<file path="config.mk">
export PLATFORM = sky130hd
export DESIGN_NAME = if_id_buffer
export DESIGN_NICKNAME = d
export VERILOG_FILES = /design/src/rtl/if_id_buffer.sv
export SDC_FILE = /design/constraint.sdc
export NUM_CORES = 1
export LEC_CHECK = 0
export ABC_CLOCK_PERIOD_IN_PS = 6400
export CAP_MARGIN = 20
export CORE_MARGIN = 2
export CORE_UTILIZATION = 54
export CTS_CLUSTER_DIAMETER = 30
export DETAILED_ROUTE_END_ITERATION = 7
export GPL_TIMING_DRIVEN = 1
export MAX_ROUTING_LAYER = met4
export PLACE_DENSITY = 0.95
export SYNTH_ARGS = -nofsm -noshare
export SYNTH_HDL_FRONTEND = slang
export SYNTH_SLANG_ARGS = --single-unit
</file>
<file path="constraint.sdc">
create_clock -name clk -period 6.4 [get_ports clk]
set_clock_uncertainty 0.1 [all_clocks]
set_input_delay 1.6 -clock clk [delete_from_list [all_inputs] [get_ports clk]]
set_output_delay 1.6 -clock clk [all_outputs]
set_load 0.02 [all_outputs]
</file>
<file path="src/rtl/if_id_buffer.sv">
// ---------------------------------------------------------------------------
// if_id_buffer
//
// Purpose:
//   Two-entry elastic buffer between the fetch stage and the decode stage.
//   Each accepted {pc, inst} pair is stored with two early exception flags:
//     - misalign : pc[1:0] != 2'b00
//     - illegal  : inst[1:0] != 2'b11 (not a 32-bit encoding)
//   The buffer absorbs one cycle of decode back-pressure. A synchronous flush
//   discards every held entry when fetch redirects on a taken branch.
//
// Ports:
//   clk           rising-edge clock
//   rst           asynchronous, active-low reset
//   in_valid      fetch presents a valid {pc_in, inst_in}
//   in_ready      buffer can accept this cycle (state-derived only)
//   pc_in         address of the fetched word
//   inst_in       fetched instruction
//   flush         redirect; discard all held entries
//   out_valid     head entry valid for decode
//   out_ready     decode consumes the head this cycle
//   pc_out        head entry PC
//   inst_out      head entry instruction
//   misalign_out  head entry misaligned-PC flag
//   illegal_out   head entry non-32-bit-encoding flag
//   count         current occupancy, 0..2
//
// Configuration macro:
//   IF_ID_BUBBLE_NOP_EN  when defined, an empty buffer presents
//                        inst_out = 32'h0000_0013 (addi x0,x0,0) with both
//                        flags forced low. When undefined, inst_out shows the
//                        raw entry at the read pointer and must be qualified
//                        with out_valid.
// ---------------------------------------------------------------------------
module if_id_buffer #(
  parameter int PC_W   = 64,
  parameter int INST_W = 32
) (
  input  logic              clk,
  input  logic              rst,
  input  logic              in_valid,
  output logic              in_ready,
  input  logic [PC_W-1:0]   pc_in,
  input  logic [INST_W-1:0] inst_in,
  input  logic              flush,
  output logic              out_valid,
  input  logic              out_ready,
  output logic [PC_W-1:0]   pc_out,
  output logic [INST_W-1:0] inst_out,
  output logic              misalign_out,
  output logic              illegal_out,
  output logic [1:0]        count
);

  logic [PC_W-1:0]   r_pc   [2];
  logic [INST_W-1:0] r_inst [2];
  logic [1:0]        r_misalign;
  logic [1:0]        r_illegal;
  logic              r_wp;
  logic              r_rp;
  logic [1:0]        r_count;

  logic              w_push;
  logic              w_pop;
  logic              w_misalign_in;
  logic              w_illegal_in;

  // Handshake flags come from occupancy alone, so there is no combinational
  // path from out_ready to in_ready. A pop while full frees a slot that
  // only becomes visible on in_ready in the following cycle.
  assign in_ready  = (r_count != 2'd2);
  assign out_valid = (r_count != 2'd0);

  // Flush wins over any same-cycle push or pop.
  assign w_push = in_valid && in_ready && !flush;
  assign w_pop  = out_valid && out_ready && !flush;

  // Exception flags are evaluated once, at push time, and travel with the entry.
  assign w_misalign_in = (pc_in[1:0] != 2'b00);
  assign w_illegal_in  = (inst_in[1:0] != 2'b11);

  // Entry storage. Only the slot under the write pointer is ever written, so
  // a resident entry is never modified. Flush leaves contents in place; they
  // become unreachable because the occupancy drops to zero.
  always_ff @(posedge clk or negedge rst) begin
    if (!rst) begin
      for (int i = 0; i < 2; i++) begin
        r_pc[i]   <= '0;
        r_inst[i] <= '0;
      end
      r_misalign <= '0;
      r_illegal  <= '0;
    end else if (w_push) begin
      r_pc[r_wp]       <= pc_in;
      r_inst[r_wp]     <= inst_in;
      r_misalign[r_wp] <= w_misalign_in;
      r_illegal[r_wp]  <= w_illegal_in;
    end
  end

  // Pointers and occupancy. One-bit pointers wrap naturally modulo 2.
  always_ff @(posedge clk or negedge rst) begin
    if (!rst) begin
      r_wp    <= 1'b0;
      r_rp    <= 1'b0;
      r_count <= 2'd0;
    end else if (flush) begin
      r_wp    <= 1'b0;
      r_rp    <= 1'b0;
      r_count <= 2'd0;
    end else begin
      if (w_push) begin
        r_wp <= ~r_wp;
      end
      if (w_pop) begin
        r_rp <= ~r_rp;
      end
      case ({w_push, w_pop})
        2'b10:   r_count <= r_count + 2'd1;
        2'b01:   r_count <= r_count - 2'd1;
        default: r_count <= r_count;
      endcase
    end
  end

  assign count  = r_count;
  assign pc_out = r_pc[r_rp];

`ifdef IF_ID_BUBBLE_NOP_EN
  // Present a canonical NOP whenever the buffer is empty so decode sees a
  // harmless bubble even without qualifying on out_valid.
  assign inst_out     = out_valid ? r_inst[r_rp] : INST_W'(32'h0000_0013);
  assign misalign_out = out_valid && r_misalign[r_rp];
  assign illegal_out  = out_valid && r_illegal[r_rp];
`else
  assign inst_out     = r_inst[r_rp];
  assign misalign_out = r_misalign[r_rp];
  assign illegal_out  = r_illegal[r_rp];
`endif

endmodule

</file>
==> impl_results.md, run 1 <==
- Setup Buffers After CTS: 0
- Num rows: between 40 and 50
- Die area: 17000 um2
- Routing usage on met3: approximately 6%
- Via-to-Cell Ratio: 5.43
- Vias in the first global route: between 5000 and 6000
- Nets@finish: 847
- Share of cells above drive strength 1: a little over two fifths
- Final GP Congestion: between 0.7 and 0.8
- Area Growth Syn to Fin: 33.3%
- Critical Path RT: roughly 4.7 ns
- Post-synthesis register bit count: 200
- R2R Path End: r_inst[2]$_DFFE_PN0P_
- Startpoint class of the critical path: flop
- Crit path launch: r_rp$_DFFE_PN0P_
- DRC Markers: 0
- Crit path DAT: 2.81 ns
- Largest family of logic cells by synthesized area: multiplexers
- Finished Cell Area: approximately 11000 um2
- GR Layer Usage met1: between 20% and 30%
- Register area share after synthesis: around three fifths
- Multiplexer share of the synthesized area: 38.5%
- Actual slew at the worst max-slew pin: 0.811 ns
- Peak VDD IR: about 0.25 mV
- Syn nets: about 650
- Max Root-Sink Buffers: 2
- CP max-delay cell: dfrtp_4
- TNS Setup: 0 ns
- Clk sinks: 200
- TritonRoute pass-1 iters: 4
- Max-cap violations: 0
- Hold depth: 1
- Slew HR: 46.0%
- DRT Wirelength: 19000 um
- Utilization after layout: 72.9%
- Period Utilization, post-route: between 70 and 80%
- Syn Inst Count: 548
- Crit path cell chain: buf_4 > mux2_2 > clkdlybuf4s50_1
- TritonCTS clock tree: yes
- Power per cell area: between 300 and 400 nW/um2
- HP Class: flop to flop
- Reg clk slew, reported paths: around 0.07 ns
- Avg Inst Size Synth: 15.7 um2
- Hold_buf cts: 0
- F_max: 222 MHz
- IO Pins: between 200 and 250
- Hold_sp: r_pc[79]$_DFFE_PN0P_
- Slew Viols, Final: 0
- Detailed placer's ending HPWL: approximately 13000 um
- RSZ-0062 raised after global routing: no
- Post_cts resized: 0
- Kind of critical path: flop to primary output
- Largest net degree at the start of global routing: 87
- R2R Setup Slk: around 3.8 ns
- Starting DRT DRC Count: ~160
- Initial antenna violation count: 0
- Busiest grt layer: met2
- LEAKAGE: 4.75 nW
- Compound-Gate Fraction of Synth Area: 0.522%
- First-pass GRT wire length: ~30000 um
- Commonest non-fill, non-tap cell in the layout: mux2_2
- Clock latency on the worst-skew pair: between 0.4 and 0.5 ns
- Commonest non-fill, non-tap cells in the layout: 274 x mux2_2, 201 x clkdlybuf4s50_1, 199 x dfrtp_1
- Max incr delay on CP: 0.93 ns
- Cell family with most CP delay: buffers and inverters
- FF-to-FF Start: count[0]$_DFFE_PN0P_
- Run status: complete, no violations
- Initial Utilization: a little over half
- Final Hold Fails: 0
- Post-Synth XOR/XNOR Area: 0.102%
- Antenna-violating nets left: 0
- Grt met2 use: between 30 and 40%
- GRT Util Overall: 23.5%
- Adder-Cell Fraction of Synth Area: 0%
- Synth Area in Simple Gates: about 1.1%
- CP bufs+invs: 2
- Root Driver: clkbuf_16
- Total global routing overflow: 0
- Height of the die: around 130 um
- Antenna diodes: 0
- Port bufs: around 200
- Routed length per instance: 19.5 um
- CP endpoint kind: primary output
- Netlist cell types: 24
- Core area: approximately 16000 um2
- R2R depth: 6
- Worst min-delay path endpoint: r_pc[79]$_DFFE_PN0P_
- Synth warnings: 0
- Hold Slack: roughly 0.38 ns
- CP max FO: 53
- Final Critical Period: 4.51 ns
- Setup violators final: 0
- Mapped cell area: between 8000 and 9000 um2
- Total CTS buffers: 17
- Die width: about 130 um
- Htree depth: 4
- Via Count: between 5000 and 6000
- Placement Cell Area: approximately 11000 um2
where the power goes:
group / switching, W / internal, W / leakage, nW / total, W
registers: 0.000172 / 0.00158 / 2.38 / 0.00175
logic: 0.000498 / 0.000689 / 2.07 / 0.00119
clock network: 0.000449 / 0.000676 / 0.304 / 0.00112
total: 0.00112 / 0.00294 / 4.75 / 0.00406
worst max-delay path by stage:
| stage | end | cells past startpoint |
|---|---|---|
| final | misalign_out | 3 |
| after CTS | misalign_out | 3 |
| after global routing | misalign_out | 3 |
| after global placement | r_inst[8]$_DFFE_PN0P_ | 4 |
| after detailed placement | r_inst[13]$_DFFE_PN0P_ | 4 |
| after floorplan | pc_out[38] | 4 |
cell families after synthesis:
kind of cell / after synthesis
multiplexers: 295
flip-flops: 200
buffers and inverters: 33
AND/OR/NAND/NOR: 11
AO/OA/AOI/OAI: 8
XOR/XNOR: 1
state kept, by name, indices dropped and copies added, names as in the netlist:
register / flops
r_pc: 128
r_inst: 64
count: 2
r_illegal: 2
r_misalign: 2
r_rp: 1
r_wp: 1
final cells by class:
class / count / area [um2]
clock buffer: 21 / 460
clock inverter: 10 / 168
fill: 1037 / 4280
inverter: 2 / 7.51
multi-input combinational: 315 / 3470
sequential: 200 / 5010
tap: 216 / 270
timing repair buffer: 210 / 2110
through the flow:
stage          setup slack [ns]  instances  total power [W]
3_3_place_gp               2.09        942          0.00287
4_1_cts                    1.83        973          0.00409
3_5_place_dp               1.96        942          0.00295
2_1_floorplan              3.15        548          0.00242
6_report                   1.89        974          0.00406
5_1_grt                    1.75        974          0.00424
synth_stat cells, drive strengths merged:
cell type | number | area share (%)
xor2 | 1 | 0.10
or2 | 3 | 0.22
nand2 | 1 | 0.043
o21ai | 2 | 0.12
a21o | 1 | 0.087
dfrtp | 200 | 58
mux2i | 1 | 0.12
nor3b | 1 | 0.087
clkbuf | 9 | 0.39
nand3b | 1 | 0.087
mux2 | 294 | 38
nor2 | 1 | 0.043
inv | 2 | 0.087
buf | 22 | 1.3
nand4b | 1 | 0.17
a21oi | 4 | 0.23
and2b | 1 | 0.087
nor4 | 1 | 0.25
o211ai | 1 | 0.087
or3 | 1 | 0.073
metal layers:
metal  part of all wire, %  routed length (um)
met5                     0                   0
met4                   2.9                 554
met3                   6.0                1140
met2                    52                9890
met1                    39                7450
Note: power is estimated with default switching activity, not from simulation.
==> run 2, diff against run 1 <==
ABC_CLOCK_PERIOD_IN_PS = 4600   (was 6400)
CORE_UTILIZATION = 50   (was 54)
PLACE_DENSITY = 0.9   (was 0.95)
clock period = 4.6 ns   (was 6.4 ns; I/O delays follow)
==> impl_results.md, run 2 (synthesis gave the netlist of run 1 again) <==
- Share of cells above drive strength 1: 42.3% (was 42.1%)
- Core area: 17100 um2 (was 15800 um2)
- Hold_sp: r_pc[65]$_DFFE_PN0P_ (was r_pc[79]$_DFFE_PN0P_)
- Initial Utilization: 50.6% (was 54.7%)
- First-pass GRT wire length: 30400 um (was 29700 um)
- Utilization after layout: 67.5% (was 72.9%)
- Cells after DPL: 951 (was 942)
- Largest registers: r_pc x128, r_inst x64 (unchanged)
- Tot Pwr: 0.00560 W (was 0.00406 W)
- CP max FO: 72 (was 53)
- Startpoint class of the critical path: flop (unchanged)
- Area Growth Syn to Fin: 33.4% (was 33.3%)
- Worst min-delay path endpoint: r_pc[65]$_DFFE_PN0P_ (was r_pc[79]$_DFFE_PN0P_)
- P_sw: 0.00161 W (was 0.00112 W)
- Slew Viols, Final: 0 (unchanged)
- TritonCTS clock tree: yes (unchanged)
- RSZ-0062 raised after global routing: no (unchanged)
- DRC Markers: 0 (unchanged)
- Antenna-violating nets left: 0 (unchanged)
- R2R Setup Slk: 2.02 ns (was 3.79 ns)
- TNS Setup: 0 ns (unchanged)
- DRT Wirelength: 18600 um (was 19000 um)
- Period Utilization, post-route: a little over four fifths
- TritonRoute pass-1 iters: 4 (unchanged)
- Biggest register: r_pc (unchanged)
- CP endpoint kind: primary output (unchanged)
- Die area: 18300 um2 (was 17000 um2)
- Hold depth: 1 (unchanged)
- Via Count: 5233 (was 5290)
- Port bufs: 202 (unchanged)
- Htree depth: 4 (unchanged)
- Post_cts resized: 0 (unchanged)
- Run status: complete, no violations (unchanged)
- R2R depth: 5 (was 6)
- Clock power share: 27.3% (was 27.7%)
- Final Hold Fails: 0 (unchanged)
- Root Driver: clkbuf_16 (unchanged)
- FF-to-FF Start: count[0]$_DFFE_PN0P_ (unchanged)
- Final Critical Period: 3.83 ns
- Critical Path RT: 3.35 ns (was 4.70 ns)
- Total CTS buffers: 17 (unchanged)
- Number of flip-flops in the largest register: 128 (unchanged)
- Starting DRT DRC Count: 166 (was 156)
- Final cell count without fillers: 983 (was 974)
- Peak VDD IR: 0.256 mV (was 0.248 mV)
- LEAKAGE: 4.75 nW (about the same)
- Largest net degree at the start of global routing: 117 (was 87)
- Nets@finish: 846 (was 847)
- HP Class: flop to flop (unchanged)
- R2R Path End: r_pc[11]$_DFFE_PN0P_ (was r_inst[2]$_DFFE_PN0P_)
- Switching Share: 28.7% (was 27.6%)
- Fill count: 1184 (was 1037)
- IO Pins: 203 (unchanged)
- Height of the die: 135 um (was 130 um)
- F_max: roughly 260 MHz
- Routed length per instance: 19.0 um (was 19.5 um)
- Commonest non-fill, non-tap cells in the layout: 274 x mux2_2, 201 x clkdlybuf4s50_1, 199 x dfrtp_1 (unchanged)
- Detailed placer's ending HPWL: 12600 um (was 12800 um)
- Max Root-Sink Buffers: 2 (unchanged)
- Setup Buffers After CTS: 0 (unchanged)
- Actual slew at the worst max-slew pin: 0.917 ns (was 0.811 ns)
- Total global routing overflow: 0 (unchanged)
- Final GP Congestion: 0.809 (was 0.770)
- Kind of critical path: flop to primary output (unchanged)
- Finished Cell Area: 11500 um2 (about the same)
- Clk sinks: 200 (unchanged)
- Num rows: 48 (was 46)
- Logic pwr share: 29.6% (was 29.2%)
- Placement Cell Area: 10900 um2 (was 10800 um2)
- Antenna diodes: 0 (unchanged)
- GRT Util Overall: 22.0% (was 23.5%)
- Crit path DAT: 2.58 ns (was 2.81 ns)
- Vias in the first global route: 5866 (was 5795)
- Setup violators final: 0 (unchanged)
- Internal power: 0.00399 W (was 0.00294 W)
- Max-cap violations: 0 (unchanged)
- Hold_buf cts: 0 (unchanged)
- Sequential share of power: 43.1% (was 43.0%)
- Power per cell area: 487 nW/um2 (was 353 nW/um2)
- Via-to-Cell Ratio: 5.32 (was 5.43)
- Slew HR: 38.9% (was 46.0%)
- Commonest non-fill, non-tap cell in the layout: mux2_2 (unchanged)
- Die width: 135 um (was 130 um)
- Clock latency on the worst-skew pair: 0.42 ns (about the same)
- Initial antenna violation count: 0 (unchanged)
- Reg clk slew, reported paths: 0.07 ns (about the same)
## run 2: how the worst max path moves through the flow
stage	startpoint	to	slack, ns	cells past startpoint
detailed placement	in_valid	r_inst[38]$_DFFE_PN0P_	1.04	5
global placement	in_valid	r_pc[126]$_DFFE_PN0P_	1.16	5
finish	r_rp$_DFFE_PN0P_	pc_out[37]	0.77	3
CTS	r_rp$_DFFE_PN0P_	inst_out[27]	0.74	3
floorplan	r_rp$_DFFE_PN0P_	pc_out[38]	1.80	4
global route	r_rp$_DFFE_PN0P_	inst_out[4]	0.70	3
## run 2: power by group through the flow
stage | logic, W | clock network (W) | registers, W
after floorplan | 0.00101 | 0 | 0.00235
after global placement | 0.00161 | 0 | 0.00239
after detailed placement | 0.00166 | 0 | 0.00244
after CTS | 0.00168 | 0.00157 | 0.00241
after global routing | 0.00176 | 0.00166 | 0.00247
final | 0.00165 | 0.00153 | 0.00242
## run 2: per-stage QoR
stage | hold slack, ns | worst slack [ns]
4_1_cts | 0.387 | 0.737
3_3_place_gp | 0.363 | 1.16
6_report | 0.385 | 0.772
5_1_grt | 0.399 | 0.697
3_5_place_dp | 0.371 | 1.04
2_1_floorplan | 0.354 | 1.80
## run 2: metal layers
metal | vias to the layer above | wire length, um | track usage (%)
li1 | 2364 | - | -
met1 | 2712 | 7540 | 25.4
met2 | 132 | 9860 | 38.2
met3 | 25 | 946 | 5.31
met4 | 0 | 289 | 6.71
met5 | - | 0 | -
## run 2: area by class of cell
cell class	instances	area, um2	area share [%]
inverters	2	7.51	0.0652
clock buffers	18	439	3.82
repair buffers	209	2120	18.4
multi-input cells	315	3470	30.2
clock inverters	14	180	1.57
flip-flops and latches	200	5010	43.5
well taps	225	282	2.45
## run 2: worst max-delay path, stage by stage (launching register included)
cell,delay (ns)
dfrtp_4,0.71
buf_12,0.41
mux2_2,0.40
clkdlybuf4s50_1,0.56
==> run 3, diff against run 2 <==
ABC_CLOCK_PERIOD_IN_PS = 3400   (was 4600)
CORE_UTILIZATION = 45   (was 50)
PLACE_DENSITY = 0.86   (was 0.9)
clock period = 3.4 ns   (was 4.6 ns; I/O delays follow)
==> impl_results.md, run 3 (synthesis gave the netlist of run 1 again) <==
- Run status: complete, no violations (unchanged)
- Tot Pwr: 0.00745 W (was 0.00560 W)
- Startpoint class of the critical path: flop (unchanged)
- F_max: about 300 MHz
- Final GP Congestion: 0.784 (was 0.809)
- Core area: 18800 um2 (was 17100 um2)
- Power per cell area: 643 nW/um2 (was 487 nW/um2)
- LEAKAGE: 4.78 nW (was 4.75 nW)
- Vias in the first global route: 5903 (was 5866)
- Number of flip-flops in the largest register: 128 (unchanged)
- TNS Setup: 0 ns (unchanged)
- Slew HR: 52.6% (was 38.9%)
- Biggest register: r_pc (unchanged)
- Die area: 20300 um2 (was 18300 um2)
- GRT Util Overall: 19.5% (was 22.0%)
- Hold_sp: r_pc[75]$_DFFE_PN0P_ (was r_pc[65]$_DFFE_PN0P_)
- Routed length per instance: 18.8 um (was 19.0 um)
- Max-cap violations: 0 (unchanged)
- Slew Viols, Final: 0 (unchanged)
- Reg clk slew, reported paths: 0.07 ns (about the same)
- Hold Slack: 0.388 ns (was 0.385 ns)
- Via Count: 5271 (was 5233)
- R2R Path End: r_pc[103]$_DFFE_PN0P_ (was r_pc[11]$_DFFE_PN0P_)
- Largest net degree at the start of global routing: 87 (was 117)
- Height of the die: 142 um (was 135 um)
- Hold_buf cts: 0 (unchanged)
- Final Hold Fails: 0 (unchanged)
- Commonest non-fill, non-tap cell in the layout: mux2_2 (unchanged)
- Commonest non-fill, non-tap cells in the layout: 274 x mux2_2, 201 x clkdlybuf4s50_1, 199 x dfrtp_1 (unchanged)
- Crit path cell chain: buf_4 > mux2_2 > clkdlybuf4s50_1 (was buf_12 > mux2_2 > clkdlybuf4s50_1)
- Num rows: 50 (was 48)
- Area Growth Syn to Fin: 34.3% (was 33.4%)
- CP max FO: 19 (was 72)
- Clock latency on the worst-skew pair: 0.42 ns (about the same)
- Detailed placer's ending HPWL: 12700 um (was 12600 um)
- Crit path launch: r_rp$_DFFE_PN0P_ (unchanged)
- Setup violators final: 0 (unchanged)
- Fill count: 1363 (was 1184)
- R2R Setup Slk: 1.35 ns (was 2.02 ns)
- TritonRoute pass-1 iters: 4 (unchanged)
- CP endpoint kind: primary output (unchanged)
- Nets@finish: 852 (was 846)
- Antenna-violating nets left: 0 (unchanged)
- Utilization after layout: 61.7% (was 67.5%)
- Final Critical Period: about 3.3 ns
- Starting DRT DRC Count: 138 (was 166)
- Initial antenna violation count: 0 (unchanged)
- CP max-delay cell: dfrtp_4 (unchanged)
- IO Pins: 203 (unchanged)
- Port bufs: 202 (unchanged)
- DRT Wirelength: 18700 um (was 18600 um)
- RSZ-0062 raised after global routing: no (unchanged)
- Max Root-Sink Buffers: 2 (unchanged)
- HP Class: flop to flop (unchanged)
- CP Capture Point: pc_out[47] (was pc_out[37])
- DRC Markers: 0 (unchanged)
- Root Driver: clkbuf_16 (unchanged)
- Crit path DAT: 2.30 ns (was 2.58 ns)
- Htree depth: 4 (unchanged)
- FF-to-FF Start: count[0]$_DFFE_PN0P_ (unchanged)
- R2R depth: 4 (was 5)
- Max incr delay on CP: 0.68 ns (was 0.71 ns)
- Via-to-Cell Ratio: 5.29 (was 5.32)
- TritonCTS clock tree: yes (unchanged)
- Die width: 142 um (was 135 um)
- Kind of critical path: flop to primary output (unchanged)
- Total CTS buffers: 17 (unchanged)
- Share of cells above drive strength 1: 42.3% (about the same)
- CP Depth: 3 (unchanged)
- Critical Path RT: 2.45 ns (was 3.35 ns)
- Peak VDD IR: 0.363 mV (was 0.256 mV)
- Clk sinks: 200 (unchanged)
- First-pass GRT wire length: 29900 um (was 30400 um)
- Antenna diodes: 0 (unchanged)
- Actual slew at the worst max-slew pin: 0.711 ns (was 0.917 ns)
- CP bufs+invs: 2 (unchanged)
- Initial Utilization: 46.0% (was 50.6%)
- Total global routing overflow: 0 (unchanged)
- Period Utilization, post-route: a little over nine tenths
- Cell family with most CP delay: buffers and inverters (unchanged)
- Largest registers: r_pc x128, r_inst x64 (unchanged)
[run 3: cell types whose count changed in the layout (fill, tap and decap cells not counted)]
cell,change
buf_16,+1
buf_12,+5
inv_8,-3
clkinv_8,-1
clkbuf_1,+3
clkinv_4,-2
clkinvlp_4,+2
clkinv_2,+1
bufinv_16,-1
inv_6,-4
clkbuf_8,+3
[run 3: worst min-delay path by stage]
stage | end | cells after the start | slack, ns
finish | r_pc[75]$_DFFE_PN0P_ | 1 | 0.39
global route | r_inst[62]$_DFFE_PN0P_ | 1 | 0.41
CTS | r_inst[60]$_DFFE_PN0P_ | 1 | 0.39
detailed placement | r_inst[62]$_DFFE_PN0P_ | 1 | 0.38
global placement | r_inst[62]$_DFFE_PN0P_ | 1 | 0.36
floorplan | r_inst[60]$_DFFE_PN0P_ | 1 | 0.35
[run 3: power breakdown]
group	internal, W	leakage, nW	total, W	switching, W
Sequential	0.00297	2.38	0.00327	0.000300
Clock	0.00108	0.268	0.00192	0.000833
Combinational	0.00132	2.13	0.00227	0.000946
Total	0.00537	4.78	0.00745	0.00208
[run 3: through the flow]
stage                     area, um2  std cells  setup slack [ns]
after global routing          11600        996            0.0709
final                         11600        996             0.148
after detailed placement      11000        965             0.361
after global placement        11000        965             0.415
after CTS                     11600        996             0.121
after floorplan                8630        548             0.901
[run 3: what timing repair did]
action | in CTS | in global routing
setup buffers | 1 | 0
endpoints found under the setup margin | 36 | 0
resized for setup | 0 | 0
[run 3: per-layer routing]
layer  track usage, %  routed length [um]  part of all wire [%]
met2             32.9                9650                    52
met4             5.37                 176                  0.94
met3             4.74                 819                   4.4
met1             23.4                8070                    43
met5                -                   0                     0
[run 3: layout make-up]
class / instances / area, um2 / area share, %
multi-input combinational: 315 / 3470 / 30.0
inverter: 2 / 7.51 / 0.0648
clock buffer: 24 / 492 / 4.24
clock inverter: 6 / 67.6 / 0.583
timing repair buffer: 215 / 2240 / 19.4
sequential: 200 / 5010 / 43.2
tap: 234 / 293 / 2.53
